## src/rtl/addsub_pipe_if.sv

```systemverilog
`default_nettype none
// ============================================================================
// Module      : addsub_pipe_if
// Description : Operand/result bundle for addsub_pipe. Carries the upstream
//               valid/ready handshake with operands x, y, op, sat_en and the
//               downstream valid/ready handshake with res, carry, ovf, zero
//               and the completed-operation counter op_count.
//               slave  : the add/sub pipeline side.
//               master : the producer/consumer side that drives operands and
//                        out_ready.
// Revision    : 1.0 - initial release
// ============================================================================
interface addsub_pipe_if #(
    parameter int WIDTH = 32,
    parameter int CNT_W = 16
);
    logic             in_valid;
    logic             in_ready;
    logic [WIDTH-1:0] x;
    logic [WIDTH-1:0] y;
    logic             op;
    logic             sat_en;
    logic             out_valid;
    logic             out_ready;
    logic [WIDTH-1:0] res;
    logic             carry;
    logic             ovf;
    logic             zero;
    logic [CNT_W-1:0] op_count;

    modport slave (
        input  in_valid, x, y, op, sat_en, out_ready,
        output in_ready, out_valid, res, carry, ovf, zero, op_count
    );

    modport master (
        output in_valid, x, y, op, sat_en, out_ready,
        input  in_ready, out_valid, res, carry, ovf, zero, op_count
    );
endinterface
`default_nettype wire

```

## src/rtl/addsub_pipe.sv

```systemverilog
`default_nettype none
// ============================================================================
// Module      : addsub_pipe
// Description : Two-stage pipelined adder/subtractor with optional signed
//               saturation, carry/overflow/zero flags and a counter of
//               results accepted downstream.
//               Ports: clk  - rising-edge clock
//                      rst  - synchronous active-high reset
//                      bus  - addsub_pipe_if.slave (operand handshake in,
//                             result handshake out, op_count)
//               Stage 1 registers the operands; the arithmetic sits between
//               stage 1 and stage 2; stage 2 registers result and flags.
// Revision    : 1.0 - initial release
// ============================================================================
module addsub_pipe #(
    parameter int WIDTH = 32,
    parameter int CNT_W = 16
) (
    input  logic         clk,
    input  logic         rst,
    addsub_pipe_if.slave bus
);

    localparam logic [WIDTH-1:0] c_sat_max = {1'b0, {(WIDTH-1){1'b1}}};
    localparam logic [WIDTH-1:0] c_sat_min = {1'b1, {(WIDTH-1){1'b0}}};

    // Stage 1: captured operands
    logic             r_s1_valid;
    logic [WIDTH-1:0] r_s1_x;
    logic [WIDTH-1:0] r_s1_y;
    logic             r_s1_op;
    logic             r_s1_sat;

    // Stage 2: result and flags
    logic             r_s2_valid;
    logic [WIDTH-1:0] r_res;
    logic             r_carry;
    logic             r_ovf;
    logic             r_zero;
    logic [CNT_W-1:0] r_op_count;

    logic             w_s2_adv;
    logic             w_s1_adv;
    logic [WIDTH-1:0] w_y_eff;
    logic [WIDTH:0]   w_sum;
    logic             w_ovf;
    logic [WIDTH-1:0] w_res;

    // A stage may load whenever it is empty or its contents move on, so a
    // full pipe with out_ready held high streams one operation per cycle.
    assign w_s2_adv = !r_s2_valid || bus.out_ready;
    assign w_s1_adv = !r_s1_valid || w_s2_adv;

    // Subtract is x + ~y + 1: invert y and feed op in as the carry-in.
    assign w_y_eff = r_s1_op ? ~r_s1_y : r_s1_y;
    assign w_sum   = {1'b0, r_s1_x} + {1'b0, w_y_eff} + {{WIDTH{1'b0}}, r_s1_op};

    // Overflow: both effective operand signs agree but the sum sign differs.
    assign w_ovf = (r_s1_x[WIDTH-1] == w_y_eff[WIDTH-1]) &&
                   (w_sum[WIDTH-1] != r_s1_x[WIDTH-1]);

    // On overflow the true result has the sign of x, so clamp toward it.
    always_comb begin
        w_res = w_sum[WIDTH-1:0];
        if (r_s1_sat && w_ovf) begin
            w_res = r_s1_x[WIDTH-1] ? c_sat_min : c_sat_max;
        end
    end

    always_ff @(posedge clk) begin
        if (rst) begin
            r_s1_valid <= 1'b0;
            r_s1_x     <= '0;
            r_s1_y     <= '0;
            r_s1_op    <= 1'b0;
            r_s1_sat   <= 1'b0;
        end else if (w_s1_adv) begin
            r_s1_valid <= bus.in_valid;
            r_s1_x     <= bus.x;
            r_s1_y     <= bus.y;
            r_s1_op    <= bus.op;
            r_s1_sat   <= bus.sat_en;
        end
    end

    always_ff @(posedge clk) begin
        if (rst) begin
            r_s2_valid <= 1'b0;
            r_res      <= '0;
            r_carry    <= 1'b0;
            r_ovf      <= 1'b0;
            r_zero     <= 1'b0;
        end else if (w_s2_adv) begin
            r_s2_valid <= r_s1_valid;
            r_res      <= w_res;
            r_carry    <= w_sum[WIDTH];
            r_ovf      <= w_ovf;
            r_zero     <= (w_res == '0);
        end
    end

    always_ff @(posedge clk) begin
        if (rst) begin
            r_op_count <= '0;
        end else if (r_s2_valid && bus.out_ready) begin
            r_op_count <= r_op_count + 1'b1;
        end
    end

    assign bus.in_ready  = w_s1_adv;
    assign bus.out_valid = r_s2_valid;
    assign bus.res       = r_res;
    assign bus.carry     = r_carry;
    assign bus.ovf       = r_ovf;
    assign bus.zero      = r_zero;
    assign bus.op_count  = r_op_count;

endmodule
`default_nettype wire

```

## src/flat_wrapper.sv

```systemverilog
// flat-port wrapper written by rule: the top's interface ports become plain ports
module addsub_pipe_flat 
#(
    parameter int WIDTH = 32,
    parameter int CNT_W = 16
)
  (clk, rst, bus_in_valid, bus_x, bus_y, bus_op, bus_sat_en, bus_out_ready, bus_in_ready, bus_out_valid, bus_res, bus_carry, bus_ovf, bus_zero, bus_op_count);
  addsub_pipe_if #(.WIDTH(WIDTH), .CNT_W(CNT_W)) bus_i ();
  input  logic clk;
  input  logic rst;
  input wire logic [$bits(bus_i.in_valid)-1:0] bus_in_valid;
  input wire logic [$bits(bus_i.x)-1:0] bus_x;
  input wire logic [$bits(bus_i.y)-1:0] bus_y;
  input wire logic [$bits(bus_i.op)-1:0] bus_op;
  input wire logic [$bits(bus_i.sat_en)-1:0] bus_sat_en;
  input wire logic [$bits(bus_i.out_ready)-1:0] bus_out_ready;
  output wire logic [$bits(bus_i.in_ready)-1:0] bus_in_ready;
  output wire logic [$bits(bus_i.out_valid)-1:0] bus_out_valid;
  output wire logic [$bits(bus_i.res)-1:0] bus_res;
  output wire logic [$bits(bus_i.carry)-1:0] bus_carry;
  output wire logic [$bits(bus_i.ovf)-1:0] bus_ovf;
  output wire logic [$bits(bus_i.zero)-1:0] bus_zero;
  output wire logic [$bits(bus_i.op_count)-1:0] bus_op_count;
  assign bus_i.in_valid = bus_in_valid;
  assign bus_i.x = bus_x;
  assign bus_i.y = bus_y;
  assign bus_i.op = bus_op;
  assign bus_i.sat_en = bus_sat_en;
  assign bus_i.out_ready = bus_out_ready;
  assign bus_in_ready = bus_i.in_ready;
  assign bus_out_valid = bus_i.out_valid;
  assign bus_res = bus_i.res;
  assign bus_carry = bus_i.carry;
  assign bus_ovf = bus_i.ovf;
  assign bus_zero = bus_i.zero;
  assign bus_op_count = bus_i.op_count;
  addsub_pipe #(.WIDTH(WIDTH), .CNT_W(CNT_W)) u_core (.clk(clk), .rst(rst), .bus(bus_i));
endmodule
```

## config.mk

```make
export PLATFORM = sky130hd
export DESIGN_NAME = addsub_pipe_flat
export DESIGN_NICKNAME = d
export VERILOG_FILES = /design/src/rtl/addsub_pipe_if.sv /design/src/rtl/addsub_pipe.sv /design/src/flat_wrapper.sv
export SDC_FILE = /design/constraint.sdc
export NUM_CORES = 1
export LEC_CHECK = 0
export ABC_AREA = 1
export BUFFER_PORTS_ARGS = -buffer_cell sky130_fd_sc_hd__buf_2
export CAP_MARGIN = 15
export CORE_MARGIN = 3
export CORE_UTILIZATION = 40
export DETAILED_ROUTE_END_ITERATION = 8
export SYNTH_ARGS = -nofsm -noshare
export SYNTH_HDL_FRONTEND = slang
export SYNTH_SLANG_ARGS = --single-unit
```

## constraint.sdc

```tcl
create_clock -name clk -period 7.7 [get_ports clk]
set_input_delay 1.54 -clock clk [delete_from_list [all_inputs] [get_ports clk]]
set_output_delay 1.54 -clock clk [all_outputs]
set_load 0.01 [all_outputs]
```

==> metrics.yaml, run 1 <==
layout:
  diodes: 0
  multiInputGateArea_mm2: 0.00398
  layout_common_cells: "nand2_1, a21oi_1, buf_2"
  regArea_mm2: 0.00238
  drive_gt1_share_pct: 17.7
  mostFrequentLayoutCell: "nand2_1"
  area_growth_pct: 19.7
  nFillCells: 1758
  nets: 1190
clock_tree:
  cts_setup_buffers: 0
  cts-resized-gates: 0
  htreeDepth: 4
  clock_sinks: 119
  insertion_delay_ns: 0.42
  cts_buffers: 17
  cts_tree: "built"
  clock_path_buffers: 2
  root_buffer: "clkbuf_16"
  cts_hold_buf: 0
  path_clk_slew_ns: 0.06
sta:
  fin_crit_sh_pct: 57.7
  drv_slew: 0
  min_period_ns: 4.44
  setup_viol: 0
  setup_tns_ns: 0
  relSlewSlack_pct: 29.8
  grt_setup_unrepaired: "no"
  finClkSkew_ns: 0.00780
  tightest_slew_ns: 1.05
  fmax_mhz: 225
  hold_violations: 0
hold_path:
  holdPathStages: 2
  hp-class: "reg2reg"
  hold_end: "u_core.bus.zero"
  hold_start: "u_core.bus.zero"
routing:
  viasPerCell: 5.02
  dr_total_vias: 6622
  drtIter0Drc: 329
  firstDrtPassIters: 5
  wirelength_um: 17800
  drc: 0
  ant_nets: 0
  wire_per_inst_um: 13.5
power:
  leakage_nw: 3.98
  vdd_drop_max_uv: 160
  total_power_w: 0.00193
  powerDensity_mw_per_mm2: 236
logic_synthesis:
  synth_seq_cells: 119
  synth_xor_area_share_pct: 6.27
  yosys_warnings: 0
  synth_nets: 1094
  synthAdderAreaFrac_pct: 6.32
  synth_top_family_by_area: "simple AND/OR/NAND/NOR gates"
  yosys.area.top_type: "dfxtp_1"
  synth-simple-area-share_pct: 27.1
  netlist_area_mm2: 0.00685
  yosysUniqueCellTypes: 36
  synthTopCellsByArea: "dfxtp_1, nand2_1, a21oi_1"
  synth-edff-count: 0
  muxShareOfSynthArea_pct: 0
  ys_seq_area_share_pct: 34.8
  postSynthCellCount: 990
  ys_async_sr_fraction_pct: 0
  synth.avg_cell_area_um2: 6.92
  synth_flop_cell: "dfxtp_1"
  synth_top_area_share_pct: 34.8
  synth_compound_area_share_pct: 18.3
global_route:
  grt_pass1_vias: 5942
  top_usage_layer: "met1"
  grt_use_met2_pct: 27.1
  antenna_found_initial: 0
  overflow: 0
  grt_first_pass_wirelength_um: 28900
  grt_usage_pct: 19.1
  met3_usage_pct: 4.04
  met1_usage_pct: 28.7
  grt_max_degree: 77
run_status:
  outcome: "finished, final reports clean"
die:
  num_rows: 47
  start_util_pct: 41.1
  die_height_um: 137
  dieArea_mm2: 0.0187
  die_x_um: 137
  ioPinCount: 123
  placeableCoreArea_mm2: 0.0166
placement:
  hpwl_um: 12900
  place_congestion: 0.931
  port_buffers: 122
critical_path:
  critPathLaunchType: "input port"
  critPathArrivalTime_ns: 2.90
  required_ns: 6.16
  r2r-end: "u_core.bus.zero"
  slowest_stage: "buf_4"
  critPathKind: "in2out"
  cp_common_cell: "buf_2"
  reg2reg_depth: 19
  reg2reg_from: "u_core.r_s1_op"
  crit_path_end_kind: "output port"
  cpLargestDelayFamily: "buffers and inverters"
  crit_path_max_incr_delay_ns: 0.61
  crit_chain: "buf_2 > nor2_4 > buf_4 > nand2_2 > buf_2"
  path_max_fanout: 74
  cp_num_buf_inv: 3
  ff2ff_setup_slack_ns: 3.55
flow_run:
  cap_violations: 0
[registers in the layout, indices dropped and copies added, names as in the netlist]
register,flops
u_core.bus.out_valid,1
u_core.r_s1_sat,1
u_core.r_s1_y,32
u_core.bus.op_count,16
u_core.bus.ovf,1
u_core.bus.carry,1
u_core.r_s1_valid,1
u_core.r_s1_op,1
u_core.bus.res,32
u_core.bus.zero,1
u_core.r_s1_x,32
[layer usage]
metal	vias up	share of wire (%)
li1	3501	-
met1	2956	53
met2	148	41
met3	17	5.6
met4	0	1.1
met5	-	0
[cell usage after synthesis (7+ instances only)]
library cell  number
ha_1              33
nor3_1             9
inv_1             73
a21oi_1          144
nor2_1            60
nand3_1           97
buf_1              7
dfxtp_1          119
o21bai_1           7
o21ai_0           64
clkbuf_1          34
xor2_1            43
nand2_2           12
nand2_1          223
nand4_1           11
[cell families after synthesis]
family | count (synthesis)
AOI/OAI and AO/OA | 234
xor gates and xnor gates | 49
adders and majority gates | 34
buffers and inverters | 126
DFF | 119
and+or+nand+nor | 428
[power breakdown]
| part | total, W | internal, W | switching (W) |
|---|---|---|---|
| Sequential | 0.000698 | 0.000666 | 0.0000319 |
| Combinational | 0.000411 | 0.000152 | 0.000259 |
| Clock | 0.000824 | 0.000519 | 0.000305 |
[worst register-to-register path: stages (launching register included)]
cell and delay, ns:
dfxtp_2 0.95, xor2_1 0.18, ha_1 0.40, a21oi_2 0.30
nand2_1 0.09, nand2_1 0.06, nand2_1 0.05, inv_2 0.06
nor2_1 0.04, nor2_2 0.16, nand2_2 0.10, nand2_2 0.08
nand4_2 0.67, nand2_1 0.35, nand2_1 0.08, nor2_1 0.10
nand2_1 0.06, nor2_1 0.10, nand4_1 0.10, a21oi_1 0.13
[how the worst max path moves through the flow]
stage | start | to | slack, ns | cells past startpoint
after floorplan | bus_out_ready | bus_in_ready | 3.84 | 4
after global placement | bus_out_ready | bus_in_ready | 2.59 | 5
after detailed placement | bus_out_ready | bus_in_ready | 2.51 | 5
after CTS | bus_out_ready | bus_in_ready | 2.51 | 5
after global routing | u_core.r_s1_op | u_core.bus.zero | 3.02 | 15
final | bus_out_ready | bus_in_ready | 3.26 | 5
[stage by stage]
stage | setup slack [ns] | hold slack, ns | area [um2] | util (%) | instances
2_1_floorplan | 3.84 | 0.469 | 6850 | - | 990
4_1_cts | 2.51 | 0.473 | 8180 | 49.1 | 1318
3_5_place_dp | 2.51 | 0.464 | 7560 | 45.4 | 1286
6_report | 3.26 | 0.474 | 8200 | 49.3 | 1319
5_1_grt | 3.02 | 0.500 | 8200 | 49.3 | 1319
3_3_place_gp | 2.59 | 0.458 | 7560 | 45.4 | 1286
[layout make-up]
cell class / count / area share [%]
timing repair buffer: 126 / 7.97
sequential: 119 / 29.1
tap: 220 / 3.36
inverter: 77 / 3.53
clock buffer: 18 / 5.36
clock inverter: 14 / 2.14
multi-input combinational: 745 / 48.6
(Power assumes the default switching activity.)
==> run 2: changes to the inputs <==
Settings changed: ABC_AREA 1 to 0.
Clock period 7.7 ns to 4.35 ns, I/O delays scaled along.
==> run 2 against run 1 <==
Against the previous run:
- synthesized cell count down 13%
- combinational power up 76%
- area after synthesis down 3.6%
- clock skew down 0.0012 ns
- final cell count down 10%
- utilization up 0.76 points
- critical path depth up 8
- register-to-register slack worse by 3.0 ns
- flip-flop and latch count unchanged
- global-route usage down 0.27 points
- critical endpoint is now u_core.bus.res[6]
- largest cell class unchanged
- largest power group unchanged
==> metrics.yaml, run 2 <==
critical_path:
  critPathArrivalTime_ns: 4.17  # +1.27 ns
  critPathKind: "reg2reg"
  slowest_stage: "or2_1"
  crit_path_end_kind: "flop"
  critPathLaunchType: "flop"
  ff2ff_setup_slack_ns: 0.53  # -3.02 ns
  crit_chain: "buf_4 > xor2_1 > ha_1 > a21oi_1 > o211a_1 > o31ai_1 > o21a_1 > o31ai_4 > nor3_1 > or2_1 > buf_4 > a21oi_1 > nor2_1"
  crit_path_max_incr_delay_ns: 0.46  # -0.15 ns
  required_ns: 4.70  # -1.46 ns
  path_max_fanout: 29  # -61%
placement:
  port_buffers: 122  # unchanged
  place_congestion: 0.925  # -0.61%
  place_inst: 1153  # -10%
  hpwl_um: 12500  # -2.9%
  placed_area_mm2: 0.00734  # -2.9%
power:
  powerDensity_mw_per_mm2: 442  # +87%
  leakage_nw: 3.70  # -6.9%
  total_power_w: 0.00353  # +83%
  vdd_drop_max_uv: 262  # +64%
layout:
  nFillCells: 1653  # -6.0%
  drive_gt1_share_pct: 18.7  # +1.0 points
  area_growth_pct: 21.2
  mostFrequentLayoutCell: "nand2_1"
  fin_cells: 1185  # -10%
  nets: 1060  # -11%
  layout_common_cells: "nand2_1, a21oi_1, buf_2"
  diodes: 0  # unchanged
  fin_area_mm2: 0.00800  # -2.4%
sta:
  relSlewSlack_pct: 49.8  # +20 points
  min_period_ns: 3.82
  setup_viol: 0  # unchanged
  grt_setup_unrepaired: "no"
  hold_violations: 0  # unchanged
  fmax_mhz: 262
  fin_crit_sh_pct: 87.9
  finClkSkew_ns: 0.00660  # -0.00121 ns
  setup_tns_ns: 0  # unchanged
  drv_slew: 0  # unchanged
  tightest_slew_ns: 0.753  # -0.298 ns
global_route:
  grt_first_pass_wirelength_um: 27800  # -3.8%
  grt_usage_pct: 18.9  # -0.27 points
  grt_pass1_vias: 5650  # -4.9%
  grt_max_degree: 68  # -12%
  antenna_found_initial: 0  # unchanged
  overflow: 0  # unchanged
logic_synthesis:
  synth_nets: 961  # -12%
  synth_seq_cells: 119  # unchanged
  synth_flop_cell: "dfxtp_1"
  ys_top_cells_by_count: "nand2_1, a21oi_1, dfxtp_1"
  postSynthCellCount: 857  # -13%
  synth_most_common_cell: "nand2_1"
  synth_top_area_share_pct: 36.1  # +1.3 points
  ys_async_sr_fraction_pct: 0  # unchanged
  yosys_warnings: 0  # unchanged
  synth-edff-count: 0  # unchanged
  ys_seq_area_share_pct: 36.1  # +1.3 points
  yosys.area.top_type: "dfxtp_1"
  synth.avg_cell_area_um2: 7.70  # +11%
  synthTopCellsByArea: "dfxtp_1, nand2_1, a21oi_1"
  netlist_area_mm2: 0.00660  # -3.6%
  yosysUniqueCellTypes: 65  # +81%
clock_tree:
  cts-resized-gates: 0  # unchanged
  cts_setup_buffers: 0  # unchanged
  clock_sinks: 119  # unchanged
  root_buffer: "clkbuf_16"
  insertion_delay_ns: 0.42  # about the same
  cts_hold_buf: 0  # unchanged
  htreeDepth: 4  # unchanged
  cts_buffers: 17  # unchanged
  cts_tree: "built"
  clock_path_buffers: 2  # unchanged
  path_clk_slew_ns: 0.05  # about the same
die:
  dieArea_mm2: 0.0181  # -3.4%
  die_height_um: 134  # -1.7%
  start_util_pct: 41.3  # +0.11 points
  num_rows: 46  # -2.1%
  die_x_um: 134  # -1.7%
  placeableCoreArea_mm2: 0.0160  # -3.9%
  ioPinCount: 123  # unchanged
routing:
  drtIter0Drc: 439  # +33%
  dr_total_vias: 6042  # -8.8%
  ant_nets: 0  # unchanged
  viasPerCell: 5.10  # +1.6%
  wirelength_um: 16900  # -5.0%
  wire_per_inst_um: 14.3  # +5.7%
  firstDrtPassIters: 5  # unchanged
  drc: 0  # unchanged
run_status:
  outcome: "finished, final reports clean"
flow_run:
  cap_violations: 0  # unchanged
hold_path:
  hp-class: "reg2reg"
==> run 2: cell types whose count changed in the layout (fill, tap and decap cells not counted), sizes merged, moves of 18 or more <==
cell,delta
a21oi,-19
inv,-64
nand3,-85
nand2,-65
o21ai,-18
==> run 2: area by class of cell <==
cell class / count / area [um2] / area share [%]
Clock buffer: 18 / 429 / 5.36
Inverter: 15 / 56.3 / 0.704
Timing Repair Buffer: 131 / 678 / 8.47
Clock inverter: 14 / 230 / 2.88
Sequential cell: 119 / 2380 / 29.8
Multi-Input combinational cell: 672 / 3960 / 49.4
Tap cell: 216 / 270 / 3.38
==> run 2: path summary, 6_finish.rpt <==
kind	from	endpoint	depth (start not counted)
max	u_core.r_s1_op	u_core.bus.res[6]	13
min	u_core.r_s1_x[19]	u_core.r_s1_x[19]	2
max reg2reg	u_core.r_s1_op	u_core.bus.res[6]	13
min reg2reg	u_core.r_s1_x[19]	u_core.r_s1_x[19]	2
==> run 2: report_power, final <==
group / internal (W) / total (W) / switching [W]
clock network: 0.00107 / 0.00158 / 0.000508
logic: 0.000291 / 0.000725 / 0.000434
registers: 0.00118 / 0.00123 / 0.0000551
==> run 2: through the flow <==
| step | hold slack (ns) | setup WS, ns | util, % |
|---|---|---|---|
| 6_report | 0.457 | 0.528 | 50.0 |
| 5_1_grt | 0.480 | 0.168 | 50.0 |
| 4_1_cts | 0.457 | 0.545 | 50.0 |
| 3_5_place_dp | 0.449 | 0.590 | 45.9 |
| 3_3_place_gp | 0.446 | 0.645 | 45.9 |
| 2_1_floorplan | 0.432 | 0.947 | - |
==> run 2: cell families (layout without fill, tap and decap cells) <==
family / Yosys count / after routing / share of synthesized area [%]
flip-flops: 119 / 119 / 36.1
adder cells (fa/ha/maj): 34 / 34 / 6.56
XOR/XNOR: 73 / 73 / 9.69
AO/OA/AOI/OAI: 239 / 239 / 21.6
AND/OR/NAND/NOR: 323 / 323 / 21.4
multiplexers: 3 / 3 / 0.644
buffers and inverters: 66 / 178 / 4.02
==> run 2: worst max-delay path, delay by kind of cell (launching register included) <==
kind / cells / cell delay (ns)
buf+inv: 2 / 0.71
compound gates: 6 / 1.26
xor+xnor: 1 / 0.16
flops: 1 / 0.40
fa+ha+maj: 1 / 0.39
simple gates: 3 / 0.83
==> run 2: routing by layer <==
| metal | global-route usage [%] | vias to the layer above | share of wire [%] | wire [um] |
|---|---|---|---|---|
| met2 | 27.7 | 147 | 42 | 7050 |
| met3 | 4.55 | 19 | 5.8 | 983 |
| met1 | 27.5 | 2720 | 51 | 8630 |
| met5 | 0 | - | 0 | 0 |
| met4 | 5.49 | 0 | 1.3 | 222 |
| li1 | - | 3156 | - | - |
